File: src/rtl/mem_resp_pkg.sv
// Shared definitions for the memory-side responder.
//   state_e    : responder FSM states (IDLE, WAIT, RESP)
//   LAT_CNT_W  : width of the read-latency down-counter
package mem_resp_pkg;

    localparam int LAT_CNT_W = 4;

    typedef enum logic [1:0] {
        IDLE = 2'd0,
        WAIT = 2'd1,
        RESP = 2'd2
    } state_e;

endpackage : mem_resp_pkg

File: src/rtl/mem_resp_array.sv
// Word-addressed register array backing the responder.
// Ports:
//   clk, rst        : clock and asynchronous active-low clear
//   we/waddr/wdata  : synchronous write port
//   raddr/rdata     : combinational read port
module mem_resp_array
    import mem_resp_pkg::*;
#(
    parameter int DATA_W = 8,
    parameter int ADDR_W = 4
) (
    input  logic              clk,
    input  logic              rst,
    input  logic              we,
    input  logic [ADDR_W-1:0] waddr,
    input  logic [DATA_W-1:0] wdata,
    input  logic [ADDR_W-1:0] raddr,
    output logic [DATA_W-1:0] rdata
);

    localparam int DEPTH = 2 ** ADDR_W;

    logic [DATA_W-1:0] mem_q [DEPTH];

    // NOTE: every word is cleared on reset so a read after reset returns
    // zero; this forces flops rather than a RAM macro, which is intended
    // for a small test-bench storage endpoint.
    always_ff @(posedge clk or negedge rst) begin
        if (!rst) begin
            for (int i = 0; i < DEPTH; i++) begin
                mem_q[i] <= '0;
            end
        end else if (we) begin
            mem_q[waddr] <= wdata;
        end
    end

    assign rdata = mem_q[raddr];

endmodule : mem_resp_array

File: src/rtl/mem_ctrl_responder.sv
// Memory-side responder: accepts single-beat read/write requests on a
// valid/ready channel and returns read data after LATENCY cycles on a
// valid/ready response channel. At most one read is outstanding.
// Ports:
//   clk, rst                         : clock, asynchronous active-low reset
//   req_valid/req_ready              : request handshake
//   req_we, req_addr, req_wdata      : request payload (wdata ignored on reads)
//   rsp_valid/rsp_ready, rsp_data    : read response handshake and data
//   busy                             : high whenever the FSM is not IDLE
// All outputs come from registered state only.
module mem_ctrl_responder
    import mem_resp_pkg::*;
#(
    parameter int DATA_W  = 8,
    parameter int ADDR_W  = 4,
    parameter int LATENCY = 2   // legal range 1..15
) (
    input  logic              clk,
    input  logic              rst,
    input  logic              req_valid,
    output logic              req_ready,
    input  logic              req_we,
    input  logic [ADDR_W-1:0] req_addr,
    input  logic [DATA_W-1:0] req_wdata,
    output logic              rsp_valid,
    input  logic              rsp_ready,
    output logic [DATA_W-1:0] rsp_data,
    output logic              busy
);

    // WAIT lasts LATENCY-1 cycles: the cycle that sees the count at zero
    // is the last one, so the load value is LATENCY-2.
    localparam logic [LAT_CNT_W-1:0] CNT_LOAD =
        (LATENCY > 1) ? LAT_CNT_W'(LATENCY - 2) : '0;

    state_e               state_q, state_d;
    logic [LAT_CNT_W-1:0] cnt_q, cnt_d;
    logic [DATA_W-1:0]    data_q, data_d;
    logic [DATA_W-1:0]    rd_word;
    logic                 wr_en;

    // Writes are only taken in IDLE, where req_ready is high.
    assign wr_en = (state_q == IDLE) && req_valid && req_we;

    mem_resp_array #(
        .DATA_W (DATA_W),
        .ADDR_W (ADDR_W)
    ) u_array (
        .clk   (clk),
        .rst   (rst),
        .we    (wr_en),
        .waddr (req_addr),
        .wdata (req_wdata),
        .raddr (req_addr),
        .rdata (rd_word)
    );

    // NOTE: sequential state uses non-blocking assignments so every flop
    // samples the pre-edge values of the others.
    always_ff @(posedge clk or negedge rst) begin
        if (!rst) begin
            state_q <= IDLE;
            cnt_q   <= '0;
            data_q  <= '0;
        end else begin
            state_q <= state_d;
            cnt_q   <= cnt_d;
            data_q  <= data_d;
        end
    end

    // NOTE: every next-state signal gets its hold value first, so no
    // branch can leave one unassigned and infer a latch.
    always_comb begin
        state_d = state_q;
        cnt_d   = cnt_q;
        data_d  = data_q;
        unique case (state_q)
            IDLE: begin
                if (req_valid && !req_we) begin
                    data_d = rd_word;          // array value at the accept edge
                    if (LATENCY == 1) begin
                        state_d = RESP;
                    end else begin
                        cnt_d   = CNT_LOAD;
                        state_d = WAIT;
                    end
                end
            end
            WAIT: begin
                if (cnt_q == '0) begin
                    state_d = RESP;
                end else begin
                    cnt_d = cnt_q - LAT_CNT_W'(1);
                end
            end
            RESP: begin
                if (rsp_ready) begin
                    state_d = IDLE;
                end
            end
            default: state_d = IDLE;
        endcase
    end

    assign req_ready = (state_q == IDLE);
    assign rsp_valid = (state_q == RESP);
    assign busy      = (state_q != IDLE);
    assign rsp_data  = data_q;               // held at last latched word

endmodule : mem_ctrl_responder

File: config.mk
export PLATFORM = sky130hd
export DESIGN_NAME = mem_ctrl_responder
export DESIGN_NICKNAME = d
export VERILOG_FILES = /design/src/rtl/mem_resp_pkg.sv /design/src/rtl/mem_resp_array.sv /design/src/rtl/mem_ctrl_responder.sv
export SDC_FILE = /design/constraint.sdc
export NUM_CORES = 1
export LEC_CHECK = 0
export ABC_CLOCK_PERIOD_IN_PS = 3600
export CAP_MARGIN = 10
export CELL_PAD_IN_SITES_DETAIL_PLACEMENT = 0
export CELL_PAD_IN_SITES_GLOBAL_PLACEMENT = 1
export CORE_AREA = 8 8 131 133
export CTS_CLUSTER_DIAMETER = 80
export CTS_CLUSTER_SIZE = 30
export DETAILED_ROUTE_END_ITERATION = 8
export DIE_AREA = 0 0 139 141
export PLACE_DENSITY = 0.73
export SLEW_MARGIN = 20
export SYNTH_ARGS = -nofsm -noshare
export SYNTH_HDL_FRONTEND = slang
export SYNTH_SLANG_ARGS = --single-unit
File: constraint.sdc
create_clock -name clk -period 3.6 [get_ports clk]
set_clock_uncertainty 0.2 [all_clocks]
set_input_delay 0.72 -clock clk [delete_from_list [all_inputs] [get_ports clk]]
set_output_delay 0.72 -clock clk [all_outputs]
set_load 0.005 [all_outputs]
==> results of run 1 <==
==> power by group through the flow <==
stage               sequential [W]  clock (W)  combinational, W
floorplan                  0.00233          0          0.000858
global placement           0.00239          0           0.00116
detailed placement         0.00242          0           0.00120
CTS                        0.00240    0.00172           0.00121
global route               0.00247    0.00180           0.00130
finish                     0.00240    0.00169           0.00119
==> layer usage <==
| metal | wire length (um) | track usage | share of wire | vias up |
|---|---|---|---|---|
| li1 | - | - | - | 1616 |
| met1 | 6570 | 0.198 | 0.46 | 1956 |
| met2 | 6840 | 0.244 | 0.48 | 64 |
| met3 | 500 | 0.0385 | 0.035 | 16 |
| met4 | 231 | 0.0635 | 0.016 | 0 |
| met5 | 0 | 0 | 0 | - |
==> synth_stat cells, drive strengths merged (2+ instances only) <==
master	n	area (um2)
nor3	6	51.3
clkbuf	11	41.3
xor2	2	17.5
mux4	32	721
mux2	136	1530
dfrtp	142	3550
nor4	2	42.5
nand2	20	82.6
nor2	5	21.3
nand3	5	25.0
nor2b	6	37.5
buf	13	80.1
inv	6	22.5
ha	2	25.0
a22oi	14	105
==> cell families (layout without fill, tap and decap cells) <==
group	count (synthesis)	count (layout)	share of synthesized area
fa+ha+maj	2	2	0.00386
buf+inv	30	76	0.0222
xor+xnor	2	2	0.00271
simple gates	54	54	0.0530
compound gates	19	19	0.0215
flops	142	142	0.549
mux	168	168	0.348
==> layout make-up <==
| class | instances | share of cell area |
|---|---|---|
| clock buffers | 20 | 0.0607 |
| clock inverters | 12 | 0.0158 |
| inverters | 6 | 0.00300 |
| multi-input cells | 245 | 0.369 |
| flip-flops and latches | 142 | 0.473 |
| well taps | 188 | 0.0313 |
| repair buffers | 38 | 0.0474 |
==> final timing paths <==
kind                                           end  slack [ns]  depth (start not counted)
min in group clk                u_array.mem_q[117]        0.30                          1
worst max register to register         rsp_data[4]        1.15                          4
max in group asynchronous       u_array.mem_q[120]        2.28                          2
worst max-delay path             u_array.mem_q[42]        0.85                          5
worst min register to register  u_array.mem_q[117]        0.30                          1
worst min-delay path                      cnt_q[3]        0.15                          1
==> flip-flops by register name, indices dropped and copies added, names as in the netlist <==
| register | count |
|---|---|
| u_array.mem_q | 128 |
| rsp_data | 8 |
| cnt_q | 4 |
| state_q | 2 |
==> worst register-to-register path, stage by stage (launching register included) <==
cell and delay, ns:
dfrtp_1 0.42, or4b_2 0.90, nor3_2 0.55, a22oi_1 0.22, nand2_1 0.11
==> stage by stage <==
| step | util | hold WS, ns | setup slack, ns |
|---|---|---|---|
| after floorplan | - | 0.224 | 1.06 |
| after global placement | 0.464 | 0.263 | 0.367 |
| after CTS | 0.502 | 0.181 | 0.846 |
| after detailed placement | 0.464 | 0.287 | 0.419 |
| after global routing | 0.502 | 0.215 | 0.784 |
| final | 0.502 | 0.146 | 0.851 |
==> impl_metrics.toml, run 1 <==
[yosys]
ys_types = 37
syn-num-nets = 436
syn_area_per_cell_um2 = 15.5
synth_edf_count = 0
synth_async_sr_flop_share = 1.00
ys.flop_type = "dfrtp_1"
seq_area_frac_synth = 0.549
yosysWarnings = 0
synth-seq-cells = 142
synth.cell_area_um2 = 6470
netlist_instances = 417

[global_route]
grt_max_degree = 84
grt_pass1_vias = 3948
grt_first_pass_wirelength_um = 23000
gr-total-overflow = 0
grtUsageTotal = 0.154
antenna_found_initial = 0

[floorplan]
design.die.area_um2 = 19600
die_h_um = 141
ios = 28
die_x_um = 139
rows = 45
design.core.area_um2 = 15000
start_util = 0.432

[timing]
period_minus_slack_ns = 2.75
final-hold-violation-count = 0
timing.fmax_ghz = 0.364
slew-limit-headroom = 0.472
finalSetupTns_ns = 0
finalSetupViolCount = 0
slew_violations = 0
fin_crit_sh = 0.764
rsz0062_at_grt = "false"
tightest_slew_ns = 0.786

[flow_run]
cap_violations = 0

[power_and_ir_drop]
switching_share = 0.257
p_per_area_nw_per_um2 = 702
peakVddDrop_uv = 326
power_frac_comb = 0.225
switchingPower_w = 0.00136
leakagePower_nw = 3.43
power_frac_seq = 0.455
clkPwrFrac = 0.320
power.total_w = 0.00528
p_int_w = 0.00393

[cts]
postCtsSetupBuffers = 0
numCtsBuffers = 17
cts_root_buf = "clkbuf_16"
path_clk_slew_ns = 0.06
cts-resized-gates = 0
htree_levels = 4
max-clock-path-buffers = 2
clock-sinks = 142
hold_buffers = 0
clock_latency_ns = 0.40
cts_tree = "done"

[final_layout]
multi_input_area_um2 = 2780
layout.nets = 469
final_cell_count_no_fill = 651
fillers = 1265
antenna_cells = 0
layout-drive-gt1-share = 0.484
layout_common_cells = "dfrtp_1, mux2_2, mux4_2"
final_common_cell = "dfrtp_1"
regArea_um2 = 3550
syn_to_final_growth_pct = 16.2
final_area_um2 = 7520

[setup_path]
slowest_delay_ns = 0.69
worstPathArrival_ns = 2.84
crit_fanout = 8
critPathLaunchType = "input port"
critical_path_buf_inv_count = 2
crit_slowest_cell = "clkdlybuf4s50_1"
cp.required_ns = 3.69
path_delay_family = "buffers and inverters"
worstSetupEndpointType = "flop"
crit_type = "input port to flop"
crit_start = "req_addr[1]"
reg2reg_from = "state_q[0]"
crit_chain = "clkdlybuf4s50_1, inv_1, nor3_1, nand2_2, mux2_2"

[placement]
place_area_um2 = 6940
dp.cells = 619
portBuffers = 27
place_congestion = 0.790
dp_hpwl_um = 9180

[detailed_routing]
wl_per_cell_um = 21.7
drc = 0
wl_um = 14100
dr_total_vias = 3652
first_pass_iters = 4
routed_via_density = 5.61
first_iter_violations = 231
antenna_left = 0

[outcome]
status = "complete, no violations"

[worst_hold_path]
hold_class = "input port to asynchronous set/reset pin"
No activity file was read; power rests on OpenSTA's default activity.
==> run 2, diff against run 1 <==
--- a/config.mk
+++ b/config.mk
@@ -5,7 +5,7 @@
 export SDC_FILE = /design/constraint.sdc
 export NUM_CORES = 1
 export LEC_CHECK = 0
-export ABC_CLOCK_PERIOD_IN_PS = 3600
+export ABC_CLOCK_PERIOD_IN_PS = 2400
 export CAP_MARGIN = 10
 export CELL_PAD_IN_SITES_DETAIL_PLACEMENT = 0
 export CELL_PAD_IN_SITES_GLOBAL_PLACEMENT = 1
@@ -14,7 +14,7 @@
 export CTS_CLUSTER_SIZE = 30
 export DETAILED_ROUTE_END_ITERATION = 8
 export DIE_AREA = 0 0 139 141
-export PLACE_DENSITY = 0.73
+export PLACE_DENSITY = 0.76
 export SLEW_MARGIN = 20
 export SYNTH_ARGS = -nofsm -noshare
 export SYNTH_HDL_FRONTEND = slang
==> constraint.sdc (replaced) <==
create_clock -name clk -period 2.4 [get_ports clk]
set_clock_uncertainty 0.2 [all_clocks]
set_input_delay 0.48 -clock clk [delete_from_list [all_inputs] [get_ports clk]]
set_output_delay 0.48 -clock clk [all_outputs]
set_load 0.005 [all_outputs]
==> run 2 against run 1 <==
Compared with the run above:
- core utilization increased by 2.7 points
- largest cell class unchanged
- largest power group unchanged
- clock power increased by 47%
- wire length increased by 0.61%
==> impl_metrics.toml, run 2 (same netlist as run 1, synthesis figures left out) <==
[detailed_routing]
first_pass_iters = 4
first_iter_violations = 256
wl_um = 14200
routed_via_density = 5.48
drc = 0
dr_total_vias = 3794
wl_per_cell_um = 20.5
antenna_left = 0

[final_layout]
antenna_cells = 0
syn_to_final_growth_pct = 22.5
final_common_cell = "dfrtp_1"
largest_register_ffs = 128
fin_util = 0.529
regMostFlops = "u_array.mem_q"
layout_common_cells = "dfrtp_1, mux2_2, buf_4"
layout.nets = 512
final_area_um2 = 7930
layout-drive-gt1-share = 0.520

[floorplan]
start_util = 0.432
die_h_um = 141
design.core.area_um2 = 15000
ios = 28
design.die.area_um2 = 19600
die_x_um = 139
rows = 45

[power_and_ir_drop]
power.total_w = 0.00797
power_frac_comb = 0.235
switchingPower_w = 0.00201
peakVddDrop_uv = 650
power_frac_seq = 0.452
p_int_w = 0.00596
clkPwrFrac = 0.313
switching_share = 0.252
leakagePower_nw = 3.66
p_per_area_nw_per_um2 = 1000

[setup_path]
cp.required_ns = 1.72
reg2reg_slack_ns = 0.16
crit_fanout = 3
crit_type = "flop to output port"
worstSetupEndpointType = "output port"
critPathLaunchType = "flop"
worstPathArrival_ns = 1.65

[timing]
slew_violations = 0
fin_hold_ws_ns = 0.296
finalSetupViolCount = 0
tightest_slew_ns = 0.665
slew-limit-headroom = 0.555
finalSetupTns_ns = 0
fin_crit_sh = 0.972
final-hold-violation-count = 0
timing.fmax_ghz = 0.429
period_minus_slack_ns = 2.33

[outcome]
status = "complete, no violations"

[placement]
dp_hpwl_um = 9760
place_area_um2 = 7340
place_congestion = 0.743
portBuffers = 27

[global_route]
grt_first_pass_wirelength_um = 24100
antenna_found_initial = 0
gr-total-overflow = 0
grt_pass1_vias = 4297
grtUsageTotal = 0.161
grt_max_degree = 58

[flow_run]
cap_violations = 0

[cts]
htree_levels = 4
numCtsBuffers = 17
max-clock-path-buffers = 2
clock-sinks = 142
path_clk_slew_ns = 0.05
clock_latency_ns = 0.42
cts_root_buf = "clkbuf_16"
cts_tree = "done"

[worst_hold_path]
hold_class = "flop to flop"
run 2: cell types whose count changed in the layout (fill, tap and decap cells not counted), moves of 2 or more:
cell / change
clkinv_2: -3
clkbuf_1: +3
buf_4: +34
buf_12: +8
clkinvlp_4: -2
run 2: layout make-up:
cell class	instances	area, um2
clock buffer	23	468
sequential	142	3550
timing repair buffer	81	782
fill	1258	7050
clock inverter	7	88.8
tap	188	235
multi-input combinational	245	2780
inverter	6	22.5
run 2: metrics by stage:
step	worst slack, ns	std cells
2_1_floorplan	0.0995	417
3_3_place_gp	-0.185	658
3_5_place_dp	-0.186	658
4_1_cts	0.000177	690
5_1_grt	-0.0143	692
6_report	0.0674	692
run 2: path summary, 6_finish.rpt:
kind / start / depth (start not counted) / endpoint
worst min register to register: rsp_data[7] / 2 / rsp_data[7]
worst max-delay path: state_q[1] / 3 / req_ready
worst min-delay path: rsp_data[7] / 2 / rsp_data[7]
max in group asynchronous: rst / 3 / state_q[1]
min in group asynchronous: rst / 2 / u_array.mem_q[8]
worst max register to register: state_q[1] / 8 / u_array.mem_q[117]
run 2: what timing repair did:
action	CTS	global route
hold endpoints to repair	52	0
hold buffers	1	0
setup endpoints to repair	1	1
gates cloned	0	0
gates resized for setup	0	1
setup buffers	1	2
run 2: layer usage:
metal,global-route usage,wire (um),vias up
met2,0.254,6890,66
li1,-,-,1709
met4,0.0589,142,0
met1,0.207,6500,2009
met5,0,0,-
met3,0.0459,686,10
run 2: power by group through the flow:
stage	Sequential [W]	Clock, W	Combinational (W)
after floorplan	0.00349	0	0.00129
after global placement	0.00360	0	0.00178
after detailed placement	0.00364	0	0.00185
after CTS	0.00360	0.00255	0.00188
after global routing	0.00370	0.00267	0.00208
final	0.00360	0.00249	0.00187
run 2: critical path: stages (launching register included):
cell and delay, ns:
dfrtp_2 0.41, or2_2 0.29, inv_1 0.05, clkdlybuf4s50_1 0.49
